===== src/rtl/mul_err_pkg.sv =====
// Shared types and helpers for the approximate-multiplier error accumulator.
package mul_err_pkg;

   localparam int unsigned DEF_OP_W = 6;
   localparam int unsigned P_W      = 2 * DEF_OP_W;
   localparam int unsigned CNT_W    = 2 * DEF_OP_W + 1;

   typedef enum logic [1:0] {
      ST_IDLE,
      ST_RUN,
      ST_DRAIN,
      ST_DONE
   } state_t;

   // Add two values and clamp the result at 2**sum_w - 1.
   function automatic logic [63:0] sat_add(input logic [63:0] a,
                                           input logic [63:0] b,
                                           input int unsigned sum_w);
      logic [64:0] s;
      logic [64:0] lim;
      s   = {1'b0, a} + {1'b0, b};
      lim = (65'd1 << sum_w) - 65'd1;
      return (s > lim) ? lim[63:0] : s[63:0];
   endfunction

endpackage


===== src/rtl/mul_err_dist.sv =====
// S2 datapath: exact unsigned product and its absolute distance from the approximate product.
module mul_err_dist #(
   parameter int unsigned OP_W = 6
) (
   input  logic [OP_W-1:0]   a_i,
   input  logic [OP_W-1:0]   b_i,
   input  logic [2*OP_W-1:0] approx_i,
   output logic [2*OP_W-1:0] exact_o,
   output logic [2*OP_W-1:0] ed_o
);

   logic [2*OP_W-1:0] prod;

   always_comb begin
      prod    = (2*OP_W)'(a_i) * (2*OP_W)'(b_i);
      exact_o = prod;
      ed_o    = (prod >= approx_i) ? (prod - approx_i) : (approx_i - prod);
   end

endmodule


===== src/rtl/mul_err_accum.sv =====
// Error-metric accumulator for 6x6 approximate multipliers: 2-stage pipeline feeding
// count / sum / max error-distance registers, sequenced by a run FSM.
module mul_err_accum
   import mul_err_pkg::*;
#(
   parameter int unsigned OP_W      = 6,
   parameter int unsigned N_SAMPLES = 4096,
   parameter int unsigned SUM_W     = 24
) (
   input  logic              clk,
   input  logic              rst,
   input  logic              start,
   input  logic              in_valid,
   output logic              in_ready,
   input  logic [OP_W-1:0]   in_a,
   input  logic [OP_W-1:0]   in_b,
   input  logic [2*OP_W-1:0] approx_p,
   output logic              busy,
   output logic              done,
   output logic [2*OP_W:0]   n_err,
   output logic [SUM_W-1:0]  sum_ed,
   output logic [2*OP_W-1:0] max_ed,
   output logic [2*OP_W:0]   n_seen
);

   localparam int unsigned PW = 2 * OP_W;
   localparam int unsigned CW = 2 * OP_W + 1;
   localparam logic [CW-1:0] N_LAST = CW'(N_SAMPLES);

   state_t          state_q, state_d;
   logic [CW-1:0]   issued_q, issued_d;
   logic            done_q, done_d;
   logic            clear;
   logic            accept;

   logic [OP_W-1:0] a_s1_q, b_s1_q;
   logic [PW-1:0]   p_s1_q;
   logic            v1_q;

   logic [PW-1:0]   exact_w, ed_w;
   logic [PW-1:0]   ed_s2_q;
   logic            err_s2_q;
   logic            v2_q;

   logic [CW-1:0]    n_seen_q, n_seen_d;
   logic [CW-1:0]    n_err_q, n_err_d;
   logic [SUM_W-1:0] sum_q, sum_d;
   logic [PW-1:0]    max_q, max_d;

   assign in_ready = (state_q == ST_RUN) && (issued_q < N_LAST);
   assign accept   = in_valid && in_ready;
   assign busy     = (state_q == ST_RUN) || (state_q == ST_DRAIN);
   assign done     = done_q;
   assign n_seen   = n_seen_q;
   assign n_err    = n_err_q;
   assign sum_ed   = sum_q;
   assign max_ed   = max_q;

   always_comb begin
      state_d  = state_q;
      issued_d = issued_q;
      clear    = 1'b0;
      case (state_q)
         ST_IDLE, ST_DONE: begin
            if (start) begin
               state_d  = ST_RUN;
               issued_d = '0;
               clear    = 1'b1;
            end
         end
         ST_RUN: begin
            if (accept) issued_d = issued_q + CW'(1);
            if (issued_q == N_LAST) state_d = ST_DRAIN;
         end
         ST_DRAIN: begin
            if (n_seen_q == N_LAST) state_d = ST_DONE;
         end
         default: state_d = ST_IDLE;
      endcase
      done_d = (state_d == ST_DONE) && (state_q != ST_DONE);
   end

   mul_err_dist #(.OP_W(OP_W)) u_dist (
      .a_i      (a_s1_q),
      .b_i      (b_s1_q),
      .approx_i (p_s1_q),
      .exact_o  (exact_w),
      .ed_o     (ed_w)
   );

   // Metrics only move on a valid S2 result; start clears them instead.
   always_comb begin
      n_seen_d = n_seen_q;
      n_err_d  = n_err_q;
      sum_d    = sum_q;
      max_d    = max_q;
      if (clear) begin
         n_seen_d = '0;
         n_err_d  = '0;
         sum_d    = '0;
         max_d    = '0;
      end else if (v2_q) begin
         n_seen_d = n_seen_q + CW'(1);
         if (err_s2_q) n_err_d = n_err_q + CW'(1);
         sum_d = SUM_W'(sat_add(64'(sum_q), 64'(ed_s2_q), SUM_W));
         if (ed_s2_q > max_q) max_d = ed_s2_q;
      end
   end

   always_ff @(posedge clk or posedge rst) begin
      if (rst) begin
         state_q  <= ST_IDLE;
         issued_q <= '0;
         done_q   <= 1'b0;
         a_s1_q   <= '0;
         b_s1_q   <= '0;
         p_s1_q   <= '0;
         v1_q     <= 1'b0;
         ed_s2_q  <= '0;
         err_s2_q <= 1'b0;
         v2_q     <= 1'b0;
         n_seen_q <= '0;
         n_err_q  <= '0;
         sum_q    <= '0;
         max_q    <= '0;
      end else begin
         state_q  <= state_d;
         issued_q <= issued_d;
         done_q   <= done_d;
         a_s1_q   <= in_a;
         b_s1_q   <= in_b;
         p_s1_q   <= approx_p;
         v1_q     <= accept;
         ed_s2_q  <= ed_w;
         err_s2_q <= (exact_w != p_s1_q);
         v2_q     <= v1_q;
         n_seen_q <= n_seen_d;
         n_err_q  <= n_err_d;
         sum_q    <= sum_d;
         max_q    <= max_d;
      end
   end

endmodule


===== config.mk =====
export PLATFORM = sky130hd
export DESIGN_NAME = mul_err_accum
export DESIGN_NICKNAME = d
export VERILOG_FILES = /design/src/rtl/mul_err_pkg.sv /design/src/rtl/mul_err_dist.sv /design/src/rtl/mul_err_accum.sv
export SDC_FILE = /design/constraint.sdc
export NUM_CORES = 1
export LEC_CHECK = 0
export ABC_AREA = 1
export BUFFER_PORTS_ARGS = -buffer_cell sky130_fd_sc_hd__buf_2
export CORE_AREA = 3 3 138 140
export CTS_BUF_LIST = sky130_fd_sc_hd__clkbuf_4
export DETAILED_ROUTE_END_ITERATION = 7
export DIE_AREA = 0 0 141 143
export PLACE_DENSITY = 0.73
export SETUP_SLACK_MARGIN = 0.1
export SYNTH_ARGS = -nofsm -noshare
export SYNTH_HDL_FRONTEND = slang
export SYNTH_SLANG_ARGS = --single-unit
export TNS_END_PERCENT = 5

===== constraint.sdc =====
create_clock -name clk -period 4.8 [get_ports clk]
set_clock_uncertainty 0.15 [all_clocks]
set_input_delay 0.96 -clock clk [delete_from_list [all_inputs] [get_ports clk]]
set_output_delay 0.96 -clock clk [all_outputs]
set_load 0.005 [all_outputs]

; After elaboration in Yosys (flattened, before gate mapping)
; Index checks and enable logic that the tools add are counted.
[totals]
elab_cells = 69
regBits = 117
in_bits = 28
output_inout_bits = 65
[op_classes]
n_eq_ne = 10
mux = 21
addsub = 6
multipliers = 1
n_lt_le_gt_ge = 4
n_reduce_logical = 13
[op_table]
columns = operator, count
row1 = 13-bit 2-to-1 mux, 7
row2 = 24-bit 2-to-1 mux, 3
row3 = 12-bit 2-to-1 mux, 4
row4 = 13-bit by 1-bit adder with 13-bit output (second input constant), 3
row5 = 13-bit equality test (second input constant), 2
row6 = 13-bit one-hot mux with 2 select lines, 1
row7 = 24-bit by 12-bit adder with 25-bit output, 1
row8 = 25-bit by 24-bit greater-than comparator with 1-bit output (second input constant), 1
row9 = 12-bit subtractor, 2
row10 = 13-bit < comparator (second input constant), 1
row11 = 12-bit >= comparator, 1
row12 = 12-bit greater-than comparator, 1
row13 = 6-bit by 6-bit multiplier with 12-bit output, 1
row14 = 12-bit inequality test, 1
row15 = 2-bit nonzero test, 4
row16 = 2-bit equality test (second input constant), 3
row17 = 2-bit 2-to-1 mux, 3
row18 = 2-bit inequality test (second input constant), 3
row19 = 2-bit one-hot mux with 3 select lines, 1
row20 = 2-bit AND reduction, 2
row21 = 1-bit logical AND, 3
row22 = 3-bit AND reduction, 1
row23 = 2-bit by 1-bit equality test with 1-bit output (second input constant), 1
row24 = 2-bit zero test, 1
row25 = other kinds (3), 4

; Depth between registers and ports, before layout
; Gate-level depths: netlist of the first run.
[logic_depth]
depth_word = 5
ltp_mapped = 26
mapped_depth_nobuf = 25

; Hierarchy
; A second synthesis of the first run with hierarchy kept.
[unflattened]
cells_unflattened = 1203
area_unflattened_um2 = 8803.4
[by_module_without_submodules]
columns = module, cells_each, area_each_um2, seq_area_each_um2, instances
row1 = mul_err_accum, 844, 6506.2, 2927.8, 1
row2 = mul_err_dist, 359, 2297.2, 0.0, 1

; Worst setup path before layout of the first run
; No wires, ideal clock.
[synth_path]
path_type = reg-to-reg
startpoint = register a_s1_q[1]
endpoint = register ed_s2_q[10]
arrival_ps = 4345
path_stages_with_launch = 26
synth_period_minus_slack_ps = 4611
required_ps = 4534
slack_ps = 189
setup_ps = 116
n_path_buf = 1
cell_sequence = dfrtp_1 nand2_1 inv_1 fa_1 fa_1 inv_1 fa_1 inv_1 ha_1 nand2_1 o21ai_1 a21oi_1 o21ai_1 xor2_1 inv_1 ha_1 clkbuf_2 nand2_1 inv_2 nand3_1 nor3_2 nor2_1 nand2_2 inv_2 nand2_1 nand2_1
[synth_via]
elab_chain_cells = 3
elab_cells_between_ends = 5
classes_between = add/sub: 2 / mul: 1 / order compare: 1 / mux: 1
[synth_rtl]
columns = item, line
row1 = start: declaration, mul_err_accum.sv:36  ; logic [OP_W-1:0] a_s1_q, b_s1_q;
row2 = start signal: assignment, mul_err_accum.sv:130  ; a_s1_q <= in_a;
row3 = 6-bit by 6-bit multiplier with 12-bit output *, mul_err_dist.sv:15  ; prod = (2*OP_W)'(a_i) * (2*OP_W)'(b_i);
row4 = 12-bit subtractor / 12-bit >= comparator (equally long branches), mul_err_dist.sv:17  ; ed_o = (prod >= approx_i) ? (prod - approx_i) : (approx_i - prod);
row5 = 12-bit 2-to-1 mux *, mul_err_dist.sv:17
row6 = net ed_w[10], mul_err_accum.sv:40  ; logic [PW-1:0] exact_w, ed_w;
row7 = end signal: assignment, mul_err_accum.sv:134  ; ed_s2_q <= ed_w;
row8 = end: declaration, mul_err_accum.sv:41  ; logic [PW-1:0] ed_s2_q;
; Mark *: on every way through the listed nets, which the timed path passes. The rest lies on a longest branch.
; A chain may end at the register's enable or synchronous reset.

; Worst setup path in the final report of the first run
[layout_path]
startpoint = register a_s1_q[3]
endpoint = register ed_s2_q[2]
[layout_via]
elab_chain_cells = 3
[layout_rtl]
columns = item, line
row1 = 6-bit by 6-bit multiplier with 12-bit output, mul_err_dist.sv:15
row2 = 12-bit >= comparator, mul_err_dist.sv:17
row3 = 12-bit 2-to-1 mux, mul_err_dist.sv:17
row4 = net ed_w[2], mul_err_accum.sv:40
; The timed path passes the listed nets, and every way through them passes these cells.

==> summary.txt, run 1 <==
Outcome
  • Status: finished clean

Setup path
  • Startpoint types: flip-flop
  • Reg-to-Reg Start: a_s1_q[3]$_DFF_PP0_
  • Crit path DAT: 4.97 ns
  • Critical path class: flip-flop to flip-flop
  • Crit Path Max Fanout: 5
  • Critical Path Slowest Stage Cell: fa_1
  • CP required: 5.09 ns
  • R2R cell count: 23
  • Critical Path Max Stage Delay: 0.58 ns
  • R2r setup slk: 0.13 ns
  • Kind of end point of the critical path: flip-flop
  • Reg-to-Reg End: ed_s2_q[2]$_DFF_PP0_
  • CP Cell Sequence: buf_4 > nand2_1 > inv_1 > fa_1 > ha_1 > fa_1 > inv_1 > fa_2 > o21ai_2 > a21oi_1 > o21ai_1 > xor2_1 > inv_1 > ha_4 > nand2_2 > inv_2 > nand3_2 > nor3_2 > nor2_1 > nand2_2 > buf_4 > nand2_1 > o21ai_0
  • Crit path top cell by count: inv_1
  • Delay-heaviest family, CP: adder cells
  • Worst path buffer plus inverter count: 6

CTS
  • CTS clock-pin slew for the worst setup and hold paths: 0.12 ns
  • Hold-fix buffers at CTS: 0
  • Worst-skew pair later-pin latency: 0.54 ns
  • Clock buffer depth: 2
  • CTS tree: built
  • CTS Buf Count: 17
  • CTS H-tree lvls: 4
  • Clk root buf: clkbuf_4
  • Clock sinks: 117

Floorplanning
  • CORE AREA: 17960 sq um
  • Initial Util: 49.71%
  • Die height: 143 um
  • Num rows: 49
  • DIE WIDTH: 141 um
  • Die area: 20160 sq um
  • I/O pin count: 93

Min path
  • Hold endpoint: v2_q$_DFF_PP0_
  • Worst hold path type: flip-flop to flip-flop
  • Hold path depth: 0
  • Hold Crit Start: v1_q$_DFF_PP0_

Logic synthesis
  • Post-synthesis sequential area ratio: 32.79%
  • Area share of the largest cell type after synthesis: 32.79%
  • Register bit total from synthesis: 117
  • Compound-gate portion of the synthesized area: 8.197%
  • Synth Instances: 1239
  • Synthesized cell area: 8930 sq um
  • Post-Synth XOR/XNOR Area: 3.335%
  • Post-synthesis mux area share: 0%
  • Ranking of synthesized cells by area: dfrtp_1, nand2_1, ha_1
  • Synth unique cells: 40
  • Synth Area in Simple Gates: 29.00%
  • Syn. warnings: 0
  • Post-synthesis adder-cell area fraction: 14.99%
  • Largest family of logic cells by synthesized area: simple AND/OR/NAND/NOR gates
  • Syn Nets: 1362
  • Area leader, netlist: dfrtp_1
  • Syn avg cell area: 7.207 sq um

Timing
  • Post-layout minimum cycle time: 4.673 ns
  • Final Hold Viols: 0
  • Final Cycle Share: 97.36%
  • FMAX: 0.2140 GHz
  • Max Slew Vio Count: 0
  • Tightest Pin Transition: 0.8170 ns
  • Max-slew headroom: 45.53%
  • Setup violations, final: 0
  • Unrepaired setup endpoints after global routing: true

Drt
  • Via density per instance: 5.100
  • 1st-pass router iterations: 5
  • WL per Instance: 13.25 um
  • Post-Route WL: 21.26 mm
  • Initial DRC Count: 470
  • Vias: 8180
  • Routed Antenna Nets: 0
  • Post-route DRC: 0

Placement
  • Hpwl dp: 16.46 mm
  • Placed cell area: 9691 sq um
  • GPL Wtd Cong: 0.9201
  • IO buf count: 92

Cells and area
  • Final instance area: 10230 sq um
  • Most common cell after layout, fill and taps aside: nand2_1
  • Layout area overhead: 14.59%
  • Core Util, Final: 56.96%
  • Nets: 1484
  • Share of layout cells above drive strength 1: 17.10%
  • Most frequent cells in the layout: nand2_1, inv_1, dfrtp_1

Power and ir drop
  • PwrDens: 487.6 nW/um^2
  • P_leak: 5.681 nW
  • Max VDD drop: 0.0002589 V

Global route
  • Gr ovfl total: 0
  • Largest net degree at the start of global routing: 65
  • Vias in the first global route: 7784
  • First-pass GRT wire length: 36.05 mm
  • Total GRT Usage: 21.78%
  • Initial antenna violation count: 1

Run
  • Max Cap Viol: 0
logic make-up (layout without fill, tap and decap cells):
| group | count (synthesis) | count (layout) |
|---|---|---|
| AOI/OAI and AO/OA | 134 | 134 |
| other | 0 | 1 |
| xor gates and xnor gates | 34 | 34 |
| DFF | 117 | 117 |
| adders and majority gates | 95 | 95 |
| buffers and inverters | 262 | 397 |
| and+or+nand+nor | 597 | 597 |
repair_timing:
| item | 4_1_cts | 5_1_grt |
|---|---|---|
| hold endpoints to repair | 0 | 0 |
| endpoints found under the setup margin | 11 | 12 |
| pin swaps | 12 | 26 |
| resized for setup | 21 | 26 |
| setup buffers | 11 | 2 |
flip-flops by register name, indices dropped and copies added (netlist names), 12 cells and up:
register  cells
ed_s2_q      12
issued_q     13
max_ed       12
n_err        13
n_seen       13
p_s1_q       12
sum_ed       24
metal layers:
layer	up-vias	part of all wire, %	track usage, %
li1	4128	-	-
met2	180	50	38.28
met3	47	4.0	3.382
met4	0	2.6	8.516
met1	3825	43	27.00
met5	-	0	0
per-stage QoR:
step                      power (W)  hold WS (ns)  setup TNS (ns)  setup slack, ns  std cells
final                      0.004989        0.2108               0           0.1266       1604
after global routing       0.005531        0.2288          -1.443          -0.1536       1604
after CTS                  0.004963        0.2153               0          0.09185       1601
after detailed placement   0.004148        0.1858         -0.3768         -0.04889       1558
after global placement     0.004106        0.1848               0          0.05756       1558
after floorplan            0.003408        0.1812               0           0.1885       1239
how the worst max path moves through the flow:
| stage | start | end | depth (start not counted) |
|---|---|---|---|
| 6_report | a_s1_q[3]$_DFF_PP0_ | ed_s2_q[2]$_DFF_PP0_ | 23 |
| 3_3_place_gp | a_s1_q[2]$_DFF_PP0_ | ed_s2_q[11]$_DFF_PP0_ | 24 |
| 5_1_grt | b_s1_q[5]$_DFF_PP0_ | ed_s2_q[2]$_DFF_PP0_ | 24 |
| 2_1_floorplan | a_s1_q[1]$_DFF_PP0_ | ed_s2_q[10]$_DFF_PP0_ | 25 |
| 3_5_place_dp | a_s1_q[3]$_DFF_PP0_ | ed_s2_q[8]$_DFF_PP0_ | 24 |
| 4_1_cts | a_s1_q[3]$_DFF_PP0_ | ed_s2_q[7]$_DFF_PP0_ | 22 |
cell usage after synthesis (all sizes together):
cell / count
a31oi: 1
a211oi: 1
nor4: 7
or2: 2
a21boi: 4
nand2: 367
inv: 239
and3: 1
nor3b: 1
clkbuf: 8
nand4: 22
xor2: 22
o21bai: 5
o21ai: 58
buf: 15
dfrtp: 117
o21a: 4
and2: 3
xnor2: 12
nand3b: 2
o31ai: 3
a21oi: 57
fa: 20
o211ai: 1
ha: 75
nand3: 88
nor3: 26
nor2: 78
cell type report:
cell class,count,area [sq um]
fillers,1717,7731
multi-input cells,860,5117
flip-flops and latches,117,2933
inverters,239,902.1
repair buffers,126,726.9
well taps,229,286.5
clock buffers,18,135.1
clock inverters,14,128.9
diodes,1,2.502
power by group:
part	internal, W	total (W)	switching, W	leakage (nW)
clock network	0.000265	0.000678	0.000413	0.129
logic	0.00112	0.00295	0.00183	4.03
registers	0.00117	0.00136	0.000186	1.52
(Power assumes the default switching activity.)
==> inputs of run 2 (changes only) <==
- CORE_AREA: 3 3 138 140 -> 3 3 137 139
- DIE_AREA: 0 0 141 143 -> 0 0 140 142
- SYNTH_HIERARCHICAL: unset -> 1
==> run 2 against run 1 <==
Net effect:
- combinational power decreased by 6%
- sequential cell count unchanged
- sequential power decreased by 4%
- critical endpoint is now ed_s2_q[8]$_DFF_PP0_
- the flow now finishes with violations (negative setup slack)
- power decreased by 2.8%
==> summary.txt, run 2 <==
Logic synthesis
  • Synth Area in Simple Gates: 29.26% (+0.26 points)
  • Synth unique cells: 47 (+18%)
  • Most frequent cells after synthesis: nand2_1, inv_1, dfrtp_1
  • Syn avg cell area: 7.318 sq um (+1.5%)
  • Post-synthesis adder-cell area fraction: 15.07% (+0.073 points)
  • Post-synthesis sequential area ratio: 33.26% (+0.47 points)
  • Commonest register cell after synthesis: dfrtp_1
  • Post-synth EDFFs: 0 (unchanged)
  • Syn. warnings: 6 (+6)
  • Register bit total from synthesis: 117 (unchanged)
  • Compound-gate portion of the synthesized area: 8.115% (-0.081 points)
  • Syn Nets: 1325 (-2.7%)
  • Post-synth ARST share: 100.0% (unchanged)
  • Most used standard cell by instance count after synthesis: nand2_1
  • Synth Instances: 1203 (-2.9%)
  • Largest family of logic cells by synthesized area: simple AND/OR/NAND/NOR gates
  • Area share of the largest cell type after synthesis: 33.26% (+0.47 points)
  • Area leader, netlist: dfrtp_1
  • Ranking of synthesized cells by area: dfrtp_1, nand2_1, ha_1
  • Post-Synth XOR/XNOR Area: 3.880% (+0.55 points)
  • Post-synthesis mux area share: 0% (unchanged)
  • Synthesized cell area: 8803 sq um (-1.4%)

Timing
  • FMAX: 0.2064 GHz (-3.5%)
  • Tightest Pin Transition: 1.091 ns (+0.2737 ns)
  • Final Worst Setup Slack: -0.04490 ns (-0.1715 ns)
  • Setup violations, final: 1 (+1)
  • Hold WS: 0.2248 ns (+0.01402 ns)
  • Final Hold Viols: 0 (unchanged)
  • Max-slew headroom: 27.28% (-18 points)
  • Unrepaired setup endpoints after global routing: true
  • Max Slew Vio Count: 0 (unchanged)
  • Final Cycle Share: 100.9% (+3.6 points)
  • Post-layout minimum cycle time: 4.845 ns (+0.1715 ns)

Global route
  • Total GRT Usage: 22.16% (+0.38 points)
  • Grt peak-use layer: met2
  • Met2 usage: 39.23% (+0.94 points)
  • First-pass GRT wire length: 36.32 mm (+0.77%)
  • Vias in the first global route: 7887 (+1.3%)
  • Met3 usage: 4.032% (+0.65 points)
  • Largest net degree at the start of global routing: 90 (+38%)
  • GRT met1 Usage: 27.26% (+0.26 points)
  • Gr ovfl total: 0 (unchanged)
  • Initial antenna violation count: 1 (unchanged)

Floorplanning
  • Die height: 142 um (-0.70%)
  • Num rows: 49 (unchanged)
  • Initial Util: 49.51% (-0.20 points)
  • I/O pin count: 93 (unchanged)
  • DIE WIDTH: 140 um (-0.71%)
  • Die area: 19880 sq um (-1.4%)
  • CORE AREA: 17780 sq um (-1.0%)

Setup path
  • CP required: 5.11 ns (+0.02 ns)
  • Startpoint types: flip-flop
  • Crit Path Max Fanout: 6 (+1)
  • Critical path class: flip-flop to flip-flop
  • Crit path DAT: 5.15 ns (+0.18 ns)
  • Crit path launch: b_s1_q[3]$_DFF_PP0_
  • Reg-to-Reg Start: b_s1_q[3]$_DFF_PP0_
  • Kind of end point of the critical path: flip-flop

CTS
  • Hold-fix buffers at CTS: 0 (unchanged)
  • Clock buffer depth: 2 (unchanged)
  • Clk root buf: clkbuf_4
  • CTS clock-pin slew for the worst setup and hold paths: 0.11 ns (about the same)
  • CTS tree: built
  • CTS H-tree lvls: 4 (unchanged)
  • CTS Buf Count: 17 (unchanged)
  • Worst-skew pair later-pin latency: 0.56 ns (+0.02 ns)
  • Clock sinks: 117 (unchanged)

Cells and area
  • Core Util, Final: 57.89% (+0.93 points)
  • Final instance area: 10290 sq um (+0.59%)
  • Most common cell after layout, fill and taps aside: nand2_1
  • Nets: 1467 (-1.1%)
  • Share of layout cells above drive strength 1: 17.67% (+0.57 points)
  • Largest register FFs: 24 (unchanged)
  • Final std cells w/o fill: 1588 (-1.0%)
  • Layout area overhead: 16.91%
  • Most frequent cells in the layout: nand2_1, inv_1, dfrtp_1

Run
  • Max Cap Viol: 0 (unchanged)

Drt
  • WL per Instance: 13.77 um (+3.9%)
  • Post-route DRC: 0 (unchanged)
  • 1st-pass router iterations: 5 (unchanged)
  • Routed Antenna Nets: 0 (unchanged)
  • Via density per instance: 5.089 (-0.20%)
  • Initial DRC Count: 505 (+7.4%)
  • Post-Route WL: 21.86 mm (+2.9%)
  • Vias: 8082 (-1.2%)

Power and ir drop
  • P_leak: 5.748 nW (+1.2%)
  • PwrDens: 471.1 nW/um^2 (-3.4%)
  • Max VDD drop: 0.0002305 V (-11%)

Min path
  • Worst hold path type: flip-flop to flip-flop
  • Hold Crit Start: v1_q$_DFF_PP0_

Placement
  • Hpwl dp: 16.60 mm (+0.90%)
  • Placed cell area: 9654 sq um (-0.37%)
  • IO buf count: 92 (unchanged)
  • GPL Wtd Cong: 0.9752 (+6.0%)
  • Post-Place Cells: 1535 (-1.5%)

Outcome
  • Status: finished with violations
  • Violated checks: negative setup slack
-- run 2: cell count changes after synthesis, sizes merged, moves of 4 or more --
cell / previous run / this run
inv: 239 / 216
clkbuf: 8 / 3
nand2: 367 / 382
a21oi: 57 / 50
nand3: 88 / 71
nor3: 26 / 33
nor2: 78 / 66
o21ai: 58 / 62
xor2: 22 / 30
nand3b: 2 / 6
a21o: 0 / 5
-- run 2: final cells by class --
cell class	count	area (sq um)
clock inverter	13	157.7
inverter	216	818.3
multi-input combinational	855	5116
fill	1672	7487
clock buffer	19	142.6
timing repair buffer	138	840.8
sequential	117	2928
tap	229	286.5
antenna	1	2.502
-- run 2: cell families (layout without fill, tap and decap cells) --
family                     Yosys count  in the layout
xor gates and xnor gates            39             39
adders and majority gates           94             94
other                                0              1
DFF                                117            117
buffers and inverters              231            386
and+or+nand+nor                    591            591
AOI/OAI and AO/OA                  131            131
-- run 2: metrics by stage --
| step | setup WS [ns] | TNS (ns) | total power [W] |
|---|---|---|---|
| 2_1_floorplan | 0.1911 | 0 | 0.003192 |
| 3_3_place_gp | 0.02606 | 0 | 0.003839 |
| 3_5_place_dp | -0.1312 | -1.161 | 0.003895 |
| 4_1_cts | 0.04766 | 0 | 0.004781 |
| 5_1_grt | -0.2475 | -2.192 | 0.005311 |
| 6_report | -0.04490 | -0.04490 | 0.004849 |
-- run 2: path summary, 6_finish.rpt --
path                                                  to  slack [ns]  cells after the start
worst max-delay path                ed_s2_q[8]$_DFF_PP0_       -0.04                     25
worst min-delay path                      v2_q$_DFF_PP0_        0.22                      0
worst max register to register      ed_s2_q[8]$_DFF_PP0_       -0.04                     25
worst min register to register            v2_q$_DFF_PP0_        0.22                      0
max in group asynchronous           ed_s2_q[3]$_DFF_PP0_        2.97                      3
min in group asynchronous       issued_q[11]$_DFFE_PP0P_        0.50                      2
-- run 2: report_power, final --
part           total (W)  internal (W)  switching, W  leakage (nW)
clock           0.000782      0.000372      0.000411         0.168
combinational    0.00276       0.00106       0.00171          4.05
sequential       0.00130       0.00114      0.000157          1.53
total            0.00485       0.00257       0.00228          5.75
-- run 2: metal layers --
metal	routed length [um]	up-vias	part of all wire [%]
met1	9427	3786	43
li1	-	4082	-
met2	11070	180	51
met3	872	34	4.0
met4	492	0	2.3
met5	0	-	0
-- run 2: critical path: stages, from the launching register on --
cell and delay (ns):
dfrtp_1 0.45, buf_6 0.13, nand2_2 0.05, fa_1 0.49, inv_1 0.05, fa_1 0.49, inv_2 0.04, fa_1 0.49
inv_2 0.05, ha_4 0.29, nand2_4 0.05, nor2_1 0.09, nand2_1 0.08, nand3_2 0.09, a21oi_2 0.06, o21bai_1 0.15
xor2_1 0.23, ha_1 0.32, a21o_1 0.20, a31oi_2 0.20, nand4_4 0.22, buf_6 0.18, nand2_2 0.06, nand2_1 0.05
nand2_1 0.05, nand2_1 0.05
-- run 2: timing repair --
item                                    CTS  global route
endpoints found under the setup margin   11            11
resized for setup                        23            22
setup buffers                            16             4
gates cloned                              0             0
hold endpoints to repair                  0             0
pin swaps                                24            12
==> inputs of run 3 (changes only) <==
- ABC_AREA: 1 -> 0
- CORE_AREA: 3 3 137 139 -> 3 3 130 132
- DIE_AREA: 0 0 140 142 -> 0 0 133 135
- PLACE_DENSITY: 0.73 -> 0.74
==> run 3 against run 2 <==
Net effect:
- the flow still finishes with violations (negative setup slack)
- sequential cell count is the same
- critical path depth shrank 5
- hold slack lost 0.013 ns
- sequential share of layout area grew 2.6 points
- setup slack lost 0.13 ns
- wire length shrank 20%
- combinational power grew 7.2%
- global-route usage shrank 2.1 points
- die area shrank 9.7%
- cell area shrank 8.2%
- first-iteration DRC count shrank 18%
- largest power group unchanged
- highest routed layer unchanged
==> summary.txt, run 3 <==
Placement
  • IO buf count: 92 (unchanged)
  • GPL Wtd Cong: 0.8644 (-11%)
  • Hpwl dp: 13.23 mm (-20%)

Timing
  • Final Worst Setup Slack: -0.1704 ns (-0.1255 ns)
  • Setup TNS: -1.602 ns (-1.558 ns)
  • Final Cycle Share: 103.5% (+2.6 points)
  • Post-layout minimum cycle time: 4.970 ns (+0.1255 ns)
  • FMAX: 0.2012 GHz (-2.5%)
  • Max Slew Vio Count: 0 (unchanged)
  • Final Hold Viols: 0 (unchanged)
  • Unrepaired setup endpoints after global routing: true
  • Tightest Pin Transition: 0.9924 ns (-0.09833 ns)
  • Setup violations, final: 11 (+10)
  • Max-slew headroom: 33.84% (+6.6 points)

Logic synthesis
  • Register bit total from synthesis: 117 (unchanged)
  • Area leader, netlist: dfrtp_1
  • Syn avg cell area: 9.428 sq um (+29%)
  • Most frequent cells after synthesis: dfrtp_1, nor2_1, inv_1
  • Post-synth EDFFs: 0 (unchanged)
  • Synthesized cell area: 7910 sq um (-10%)
  • Ranking of synthesized cells by area: dfrtp_1, ha_1, fa_1
  • Post-synth ARST share: 100.0% (unchanged)
  • Commonest register cell after synthesis: dfrtp_1
  • Post-synthesis sequential area ratio: 37.01% (+3.8 points)
  • Synth unique cells: 69 (+47%)
  • Area share of the largest cell type after synthesis: 37.01% (+3.8 points)
  • Syn Nets: 961 (-27%)
  • Syn. warnings: 6 (unchanged)
  • Most used standard cell by instance count after synthesis: dfrtp_1
  • Synth Instances: 839 (-30%)

Global route
  • GRT met1 Usage: 26.33% (-0.94 points)
  • First-pass GRT wire length: 29.79 mm (-18%)
  • Met2 usage: 34.11% (-5.1 points)
  • Grt peak-use layer: met2
  • Gr ovfl total: 0 (unchanged)
  • Largest net degree at the start of global routing: 118 (+31%)
  • Initial antenna violation count: 1 (unchanged)
  • Total GRT Usage: 20.09% (-2.1 points)
  • Met3 usage: 3.241% (-0.79 points)
  • Vias in the first global route: 6272 (-20%)

Cells and area
  • Most common cell after layout, fill and taps aside: dfrtp_1
  • Largest register FFs: 24 (unchanged)
  • Share of layout cells above drive strength 1: 23.06% (+5.4 points)
  • Core Util, Final: 59.70% (+1.8 points)
  • Most frequent cells in the layout: dfrtp_1, buf_2, nor2_1
  • Nets: 1102 (-25%)
  • Fill cell count: 1362 (-19%)
  • Layout area overhead: 19.46%

Setup path
  • Crit path DAT: 5.28 ns (+0.13 ns)
  • Kind of end point of the critical path: flip-flop
  • CP required: 5.11 ns (about the same)
  • Crit Path Max Fanout: 5 (-1)
  • Startpoint types: flip-flop
  • Critical path class: flip-flop to flip-flop

CTS
  • Worst-skew pair later-pin latency: 0.55 ns (about the same)
  • Clock buffer depth: 2 (unchanged)
  • Clk root buf: clkbuf_4
  • Hold-fix buffers at CTS: 0 (unchanged)
  • CTS tree: built
  • Clock sinks: 117 (unchanged)
  • CTS Buf Count: 17 (unchanged)
  • CTS H-tree lvls: 4 (unchanged)
  • CTS clock-pin slew for the worst setup and hold paths: 0.10 ns (about the same)

Power and ir drop
  • PwrDens: 572.2 nW/um^2 (+21%)
  • Max VDD drop: 0.0002562 V (+11%)
  • P_leak: 4.467 nW (-22%)
  • Design Power: 0.005406 W (+11%)

Outcome
  • Violated checks: negative setup slack
  • Status: finished with violations

Floorplanning
  • Initial Util: 49.98% (+0.46 points)
  • Die height: 135 um (-4.9%)
  • I/O pin count: 93 (unchanged)
  • Die area: 17960 sq um (-9.7%)
  • CORE AREA: 15830 sq um (-11%)
  • DIE WIDTH: 133 um (-5.0%)
  • Num rows: 46 (-6.1%)

Drt
  • Post-route DRC: 0 (unchanged)
  • Initial DRC Count: 412 (-18%)
  • Post-Route WL: 17.58 mm (-20%)
  • Via density per instance: 5.299 (+4.1%)
  • 1st-pass router iterations: 5 (unchanged)
  • Vias: 6412 (-21%)
  • Routed Antenna Nets: 0 (unchanged)
  • WL per Instance: 14.53 um (+5.5%)

Run
  • Max Cap Viol: 0 (unchanged)

Min path
  • Worst hold path type: flip-flop to flip-flop
[run 3: routing by layer]
layer  up-vias  share of wire, %  wire length, um
li1       3208                 -                -
met1      3057                45             7869
met2       123                50             8767
met3        24               3.5              617
met4         0               1.9              328
met5         -                 0                0
[run 3: stage by stage]
step / instances / area [sq um] / hold WS [ns] / worst slack [ns]
floorplan: 839 / 7963 / 0.1812 / 0.002664
finish: 1210 / 9449 / 0.2121 / -0.1704
global placement: 1170 / 8945 / 0.1849 / -0.05835
CTS: 1203 / 9288 / 0.2147 / -0.1758
global route: 1210 / 9449 / 0.2214 / -0.3991
detailed placement: 1170 / 8945 / 0.1904 / -0.1977
[run 3: kinds of logic (layout without fill, tap and decap cells)]
kind of cell,Yosys count,in the layout,synth area share (%)
simple gates,268,268,16.97
compound gates,176,176,14.19
flops,117,117,37.01
buf+inv,95,249,4.777
fa+ha+maj,94,94,16.77
xor+xnor,64,64,7.086
mux,25,25,3.195
other cells,0,1,0
[run 3: critical path, cell delays in order, from the launching register on]
cell and delay, ns:
dfrtp_2 0.45, buf_6 0.13, nand2_4 0.05, fa_1 0.42, fa_1 0.48, fa_1 0.51
inv_2 0.05, ha_4 0.22, a211oi_4 0.25, nor2_2 0.06, or3_4 0.38, a32oi_2 0.20
ha_1 0.28, a211oi_2 0.30, a21oi_2 0.11, a21oi_2 0.16, a41oi_2 0.04, buf_4 0.18
buf_12 0.13, mux2i_2 0.18, xor2_1 0.15
[run 3: path summary, 6_finish.rpt]
check / startpoint / endpoint / slack (ns) / cells past startpoint
hold reg to reg: v1_q$_DFF_PP0_ / v2_q$_DFF_PP0_ / 0.21 / 0
setup reg to reg: b_s1_q[2]$_DFF_PP0_ / ed_s2_q[8]$_DFF_PP0_ / -0.17 / 20
setup / recovery: b_s1_q[2]$_DFF_PP0_ / ed_s2_q[8]$_DFF_PP0_ / -0.17 / 20
hold / removal: v1_q$_DFF_PP0_ / v2_q$_DFF_PP0_ / 0.21 / 0
min in group asynchronous: rst / p_s1_q[0]$_DFF_PP0_ / 0.37 / 3
max in group asynchronous: rst / n_err[9]$_DFFE_PP0P_ / 3.61 / 3
[run 3: cell type report]
type	count	area [sq um]	share of cell area, %
repair buffers	141	874.6	9.256
well taps	216	270.3	2.860
multi-input cells	627	4751	50.28
diodes	1	2.502	0.02648
flip-flops and latches	117	2934	31.05
clock inverters	12	178.9	1.894
inverters	76	287.8	3.046
clock buffers	20	150.1	1.589
[run 3: timing repair]
action | 4_1_cts | 5_1_grt
endpoints found under the setup margin | 11 | 12
cloned | 0 | 1
setup buffers | 1 | 5
gates resized for setup | 2 | 25
pin swaps | 3 | 17
[run 3: where the power goes]
| part | leakage (nW) | switching, W | total (W) | internal (W) |
|---|---|---|---|---|
| clock | 0.170 | 0.000402 | 0.000833 | 0.000432 |
| sequential | 1.34 | 0.000340 | 0.00161 | 0.00127 |
| combinational | 2.96 | 0.00153 | 0.00296 | 0.00143 |
| total | 4.47 | 0.00227 | 0.00541 | 0.00314 |
